**config.mk**
```make
export PLATFORM = sky130hd
export DESIGN_NAME = digit_serial_subtractor_flat
export DESIGN_NICKNAME = d
export VERILOG_FILES = /design/src/rtl/digit_serial_subtractor_pkg.sv /design/src/rtl/digit_serial_subtractor_if.sv /design/src/rtl/digit_serial_subtractor_digit_sub.sv /design/src/rtl/digit_serial_subtractor.sv /design/src/flat_wrapper.sv
export SDC_FILE = /design/constraint.sdc
export NUM_CORES = 1
export LEC_CHECK = 0
export ABC_CLOCK_PERIOD_IN_PS = 2600
export CORE_UTILIZATION = 56
export DETAILED_ROUTE_END_ITERATION = 10
export DONT_BUFFER_PORTS = 1
export HOLD_SLACK_MARGIN = 0.15
export PLACE_DENSITY = 0.82
export SYNTH_ARGS = -nofsm -noshare
export SYNTH_HDL_FRONTEND = slang
export SYNTH_SLANG_ARGS = --single-unit
```
**constraint.sdc**
```tcl
create_clock -name clk -period 2.6 [get_ports clk]
set_input_delay 0.52 -clock clk [delete_from_list [all_inputs] [get_ports clk]]
set_output_delay 0.52 -clock clk [all_outputs]
set_load 0.01 [all_outputs]
```
**src/rtl/digit_serial_subtractor_pkg.sv**
```systemverilog
// Shared types for the digit-serial subtractor.
// Latency: n/a (types only).
// Backpressure: n/a.
package sub_pkg;

  // Operation sequencing: wait for operands, grind digits, present result.
  typedef enum logic [1:0] {
    IDLE = 2'd0,
    RUN  = 2'd1,
    DONE = 2'd2
  } state_t;

  // Status flags reported alongside the difference word.
  typedef struct packed {
    logic bout;
    logic zero;
    logic ovf;
  } flags_t;

endpackage

```
**src/rtl/digit_serial_subtractor_if.sv**
```systemverilog
// Operand/result handshake bundle for the digit-serial subtractor.
// Latency: n/a (wiring only).
// Backpressure: in_valid/in_ready on the operand side, out_valid/out_ready on the result side.
interface digit_serial_subtractor_if #(
  parameter int WIDTH = 32
);
  logic             in_valid;
  logic             in_ready;
  logic [WIDTH-1:0] a;
  logic [WIDTH-1:0] b;
  logic             bin;
  logic             out_valid;
  logic             out_ready;
  logic [WIDTH-1:0] diff;
  logic             bout;
  logic             zero;
  logic             ovf;

  // Producer/consumer side that drives operands and accepts results.
  modport master (
    output in_valid, a, b, bin, out_ready,
    input  in_ready, out_valid, diff, bout, zero, ovf
  );

  // Subtractor side.
  modport slave (
    input  in_valid, a, b, bin, out_ready,
    output in_ready, out_valid, diff, bout, zero, ovf
  );
endinterface

```
**src/rtl/digit_serial_subtractor_digit_sub.sv**
```systemverilog
// One DIGIT-wide ripple-borrow subtract stage built from full-subtractor cells.
// Latency: combinational.
// Backpressure: none.
module digit_sub #(
  parameter int DIGIT = 4
) (
  input  logic [DIGIT-1:0] a_d,
  input  logic [DIGIT-1:0] b_d,
  input  logic             bin,
  output logic [DIGIT-1:0] d,
  output logic             bout
);

  // Ripple the borrow from LSB to MSB through per-bit full subtractors.
  always_comb begin
    logic br;
    d  = '0;
    br = bin;
    for (int i = 0; i < DIGIT; i++) begin
      d[i] = a_d[i] ^ b_d[i] ^ br;
      br   = (~a_d[i] & b_d[i]) | (~(a_d[i] ^ b_d[i]) & br);
    end
    bout = br;
  end

endmodule

```
**src/rtl/digit_serial_subtractor.sv**
```systemverilog
// Computes A - B - bin over WIDTH bits, DIGIT bits per clock, with borrow/zero/ovf flags.
// Latency: NDIG cycles from accept to out_valid; one op per NDIG+2 cycles at best.
// Backpressure: result held in DONE until out_ready; in_ready low outside IDLE.
module digit_serial_subtractor
  import sub_pkg::*;
#(
  parameter int WIDTH = 32,
  parameter int DIGIT = 4
) (
  input  logic                    clk,
  input  logic                    rst,
  digit_serial_subtractor_if.slave s_if
);

  localparam int NDIG = WIDTH / DIGIT;
  localparam int CW   = (NDIG > 1) ? $clog2(NDIG) : 1;

  if (WIDTH % DIGIT != 0) begin : g_bad_digit
    $error("digit_serial_subtractor: WIDTH must be a multiple of DIGIT");
  end

  state_t           r_state;
  logic [WIDTH-1:0] r_a;
  logic [WIDTH-1:0] r_b;
  logic [WIDTH-1:0] r_diff;
  logic             r_borrow;
  logic [CW-1:0]    r_cnt;
  logic             r_a_msb;
  logic             r_b_msb;
  flags_t           r_flags;

  logic [DIGIT-1:0] w_d;
  logic             w_bout;
  logic [WIDTH-1:0] w_next_diff;

  digit_sub #(.DIGIT(DIGIT)) u_digit_sub (
    .a_d  (r_a[DIGIT-1:0]),
    .b_d  (r_b[DIGIT-1:0]),
    .bin  (r_borrow),
    .d    (w_d),
    .bout (w_bout)
  );

  // New digit enters at the top so the word is aligned after NDIG shifts.
  if (NDIG == 1) begin : g_one_digit
    assign w_next_diff = w_d;
  end else begin : g_multi_digit
    assign w_next_diff = {w_d, r_diff[WIDTH-1:DIGIT]};
  end

  // Sequencer, operand shifters, borrow chain and flag capture.
  always_ff @(posedge clk) begin
    if (rst) begin
      r_state  <= IDLE;
      r_a      <= '0;
      r_b      <= '0;
      r_diff   <= '0;
      r_borrow <= 1'b0;
      r_cnt    <= '0;
      r_a_msb  <= 1'b0;
      r_b_msb  <= 1'b0;
      r_flags  <= '0;
    end else begin
      case (r_state)
        IDLE: begin
          if (s_if.in_valid) begin
            r_a      <= s_if.a;
            r_b      <= s_if.b;
            r_borrow <= s_if.bin;
            r_a_msb  <= s_if.a[WIDTH-1];
            r_b_msb  <= s_if.b[WIDTH-1];
            r_cnt    <= '0;
            r_state  <= RUN;
          end
        end
        RUN: begin
          r_diff   <= w_next_diff;
          r_a      <= r_a >> DIGIT;
          r_b      <= r_b >> DIGIT;
          r_borrow <= w_bout;
          r_cnt    <= r_cnt + CW'(1);
          if (r_cnt == CW'(NDIG - 1)) begin
            r_flags.bout <= w_bout;
            r_flags.zero <= (w_next_diff == '0);
            r_flags.ovf  <= (r_a_msb != r_b_msb) && (w_next_diff[WIDTH-1] != r_a_msb);
            r_state      <= DONE;
          end
        end
        DONE: begin
          if (s_if.out_ready) begin
            r_state <= IDLE;
          end
        end
        default: r_state <= IDLE;
      endcase
    end
  end

  assign s_if.in_ready  = (r_state == IDLE);
  assign s_if.out_valid = (r_state == DONE);
  assign s_if.diff      = r_diff;
  assign s_if.bout      = r_flags.bout;
  assign s_if.zero      = r_flags.zero;
  assign s_if.ovf       = r_flags.ovf;

endmodule

```
**src/flat_wrapper.sv**
```systemverilog
// flat-port wrapper written by rule: the top's interface ports become plain ports
module digit_serial_subtractor_flat import sub_pkg::*;
#(
  parameter int WIDTH = 32,
  parameter int DIGIT = 4
)
  (clk, rst, s_if_in_valid, s_if_a, s_if_b, s_if_bin, s_if_out_ready, s_if_in_ready, s_if_out_valid, s_if_diff, s_if_bout, s_if_zero, s_if_ovf);
  digit_serial_subtractor_if #(.WIDTH(WIDTH)) s_if_i ();
  input  logic clk;
  input  logic rst;
  input wire logic [$bits(s_if_i.in_valid)-1:0] s_if_in_valid;
  input wire logic [$bits(s_if_i.a)-1:0] s_if_a;
  input wire logic [$bits(s_if_i.b)-1:0] s_if_b;
  input wire logic [$bits(s_if_i.bin)-1:0] s_if_bin;
  input wire logic [$bits(s_if_i.out_ready)-1:0] s_if_out_ready;
  output wire logic [$bits(s_if_i.in_ready)-1:0] s_if_in_ready;
  output wire logic [$bits(s_if_i.out_valid)-1:0] s_if_out_valid;
  output wire logic [$bits(s_if_i.diff)-1:0] s_if_diff;
  output wire logic [$bits(s_if_i.bout)-1:0] s_if_bout;
  output wire logic [$bits(s_if_i.zero)-1:0] s_if_zero;
  output wire logic [$bits(s_if_i.ovf)-1:0] s_if_ovf;
  assign s_if_i.in_valid = s_if_in_valid;
  assign s_if_i.a = s_if_a;
  assign s_if_i.b = s_if_b;
  assign s_if_i.bin = s_if_bin;
  assign s_if_i.out_ready = s_if_out_ready;
  assign s_if_in_ready = s_if_i.in_ready;
  assign s_if_out_valid = s_if_i.out_valid;
  assign s_if_diff = s_if_i.diff;
  assign s_if_bout = s_if_i.bout;
  assign s_if_zero = s_if_i.zero;
  assign s_if_ovf = s_if_i.ovf;
  digit_serial_subtractor #(.WIDTH(WIDTH), .DIGIT(DIGIT)) u_core (.clk(clk), .rst(rst), .s_if(s_if_i));
endmodule
```
==> impl_metrics.tcl <==
set metrics [dict create \
    die_w_microns 91.1 \
    hpwl_microns 6480 \
    hold_violations 0 \
    power_density_mw_per_mm2 690 \
    syn_to_final_growth_pct 4.90 \
    finalPower_mw 3.21 \
    grt_pass1_vias 3395 \
    postCtsSetupRepairBufs 0 \
    drc 0 \
    top_layer "met4" \
    core-area_sq_mm 0.00769 \
    wl_microns 9720 \
    io_pins 106 \
    wl_met2_microns 4610 \
    ys_types 30 \
    nNetsFinal 607 \
    antenna_found_initial 0 \
    yosysWarningCount 0 \
    grt_max_degree 109 \
    cts_tree "yes" \
    post-route-min-period_ns 2.55 \
    ir_worst_vdd_mv 0.508 \
    postSynthAreaPerCell_sq_um 7.92 \
    post-route-cell-area_sq_mm 0.00466 \
    drive_above_1_share 0.0801 \
    row_count 32 \
    syn_inst 561 \
    end_kind "flip-flop" \
    rsz0062_at_grt "true" \
    fillers 732 \
    tightestPinTransition_ns 0.476 \
    final_cell_mix "188 x nand2_1, 105 x dfxtp_1, 66 x nor2_1" \
    final_max_slew_viol_count 0 \
    hp-class "input pin to flip-flop" \
    fin_crit_sh 0.981 \
    grt_pass1_wl_microns 16100 \
    vias 3667 \
    port_buffers 0 \
    wl_per_cell_microns 15.2 \
    place_area_sq_mm 0.00444 \
    finish.utilization 0.606 \
    worstSkewPairLatency_ns 0.37 \
    netlist_area_sq_mm 0.00444 \
    grtUsageTotal 0.241 \
    antenna_cells 0 \
    syn_nets 636 \
    max_freq_mhz 392 \
    p_leak_nw 1.65 \
    viasPerCell 5.74 \
    htreeDepth 3 \
    final_common_cell "nand2_1" \
    dieArea_sq_mm 0.00829 \
    slew_headroom 0.682 \
    met1_length_microns 4370 \
    crit_arrival_ns 2.84 \
    crit_path_start_kind "flip-flop" \
    setup_ws_ns 0.0505 \
    finClkSkew_ns 0.0152 \
    status "finished, final reports clean" \
    drv_cap 0 \
    grt-ovfl-total 0 \
    cts.reportedPaths.clkPinSlew_ns 0.10 \
    drtAntennaViolNets 0 \
    setup_violations 0 \
    initial_core_util 0.578 \
    met3_length_microns 582 \
    root_buffer "clkbuf_8" \
    synth.yosys.seq_area_share 0.482 \
    seqCellArea_sq_mm 0.00214 \
    cts.sinks 107 \
    place_ws_ns -0.118 \
    clockBufferDepth 2 \
    crit_fanout 2 \
    cts_buffers 9 \
    hold_ws_ns 0.228 \
    die_y_microns 91.1 \
    drt_iter0_drc 238 \
    path_class "flip-flop to flip-flop" \
    place.gp.congestion 0.836 \
    cp.required_ns 2.89 \
    multi_input_area_sq_mm 0.00206 \
    firstDrtPassIters 4 \
    synth_seq_cells 107 \
]
## critical path, stage by stage (launching register included)
cell     delay [ns]
dfxtp_2        0.34
inv_2          0.06
fa_2           0.19
inv_2          0.04
fa_2           0.33
fa_2           0.35
inv_2          0.06
fa_1           0.41
nor4_2         0.32
nand4_1        0.16
o31ai_2        0.22
## cells by family after synthesis
logic type | count (synthesis) | share of synthesized area
AOI/OAI and AO/OA | 108 | 0.174
adders and majority gates | 6 | 0.0237
buffers and inverters | 56 | 0.0611
DFF | 107 | 0.482
muxes | 1 | 0.00225
and+or+nand+nor | 283 | 0.257
## worst paths after layout
kind | startpoint | end | slack (ns) | depth (start not counted)
max | u_core.r_b[0]$_SDFFE_PP0P_ | u_core.s_if.zero$_SDFFE_PP0P_ | 0.05 | 10
min | rst | u_core.r_a[20]$_SDFFE_PP0P_ | 0.23 | 1
min reg2reg | u_core.r_a[31]$_SDFFE_PP0P_ | u_core.r_a[31]$_SDFFE_PP0P_ | 0.47 | 2
max reg2reg | u_core.r_b[0]$_SDFFE_PP0P_ | u_core.s_if.zero$_SDFFE_PP0P_ | 0.05 | 10
## registers in the layout (all words and copies together), names as in the netlist
signal	cells
u_core.s_if.ovf	1
u_core.s_if.zero	1
u_core.s_if.diff	32
u_core.r_cnt	3
u_core.r_b_msb	1
u_core.r_state	2
u_core.r_a_msb	1
u_core.s_if.bout	1
u_core.r_b	32
u_core.r_borrow	1
u_core.r_a	32
## synthesized netlist by cell type
cell type    n  area, sq um
a211oi_1     3         22.5
a21oi_1     46          230
a221oi_1     1         8.76
a311oi_1    57          499
buf_2       20          100
buf_4        2         15.0
buf_6        1         11.3
buf_8        1         15.0
clkbuf_1    23         86.3
clkbuf_8     1         13.8
dfxtp_1    107         2140
fa_1         4         80.1
ha_1         2         25.0
inv_1        8         30.0
mux2i_1      1         10.0
nand2_1    189          709
nand2_2      1         6.26
nand2b_1     2         12.5
nand3_1      9         45.0
nand3b_2     1         11.3
nand4_1      1         6.26
nor2_1      66          248
nor2b_1      2         12.5
nor3_1       4         20.0
nor3b_2      1         12.5
nor4_1       4         25.0
nor4_2       1         12.5
o31ai_2      1         12.5
or4_1        1         7.51
or4_4        1         11.3
## cell type report
type,count,area share
clock buffer,9,0.0266
clock inverter,7,0.0164
inverter,8,0.00644
multi-input combinational,398,0.442
sequential,107,0.460
tap,102,0.0274
timing repair buffer,8,0.0209
## per-stage QoR
stage | cells | TNS [ns]
2_1_floorplan | 561 | 0
3_3_place_gp | 623 | -0.00355
3_5_place_dp | 623 | -0.170
4_1_cts | 639 | 0
5_1_grt | 639 | -0.0722
6_report | 639 | 0
## metal layers
metal  global-route usage  up-vias
li1                     -     1848
met2                0.382       98
met1                0.322     1709
met3               0.0544       12
met5                    0        -
met4               0.0886        0
## power breakdown
group | total, mW | switching [mW] | internal [mW]
combinational | 0.381 | 0.231 | 0.150
sequential | 1.81 | 0.0712 | 1.74
clock | 1.02 | 0.572 | 0.450
total | 3.21 | 0.874 | 2.34
## repair_timing
item / 4_1_cts / 5_1_grt
gates cloned: 0 / 0
endpoints found under the setup margin: 2 / 2
resized for setup: 6 / 4
pin swaps: 2 / 6
hold buffers: 0 / 0
(Power assumes the default switching activity.)
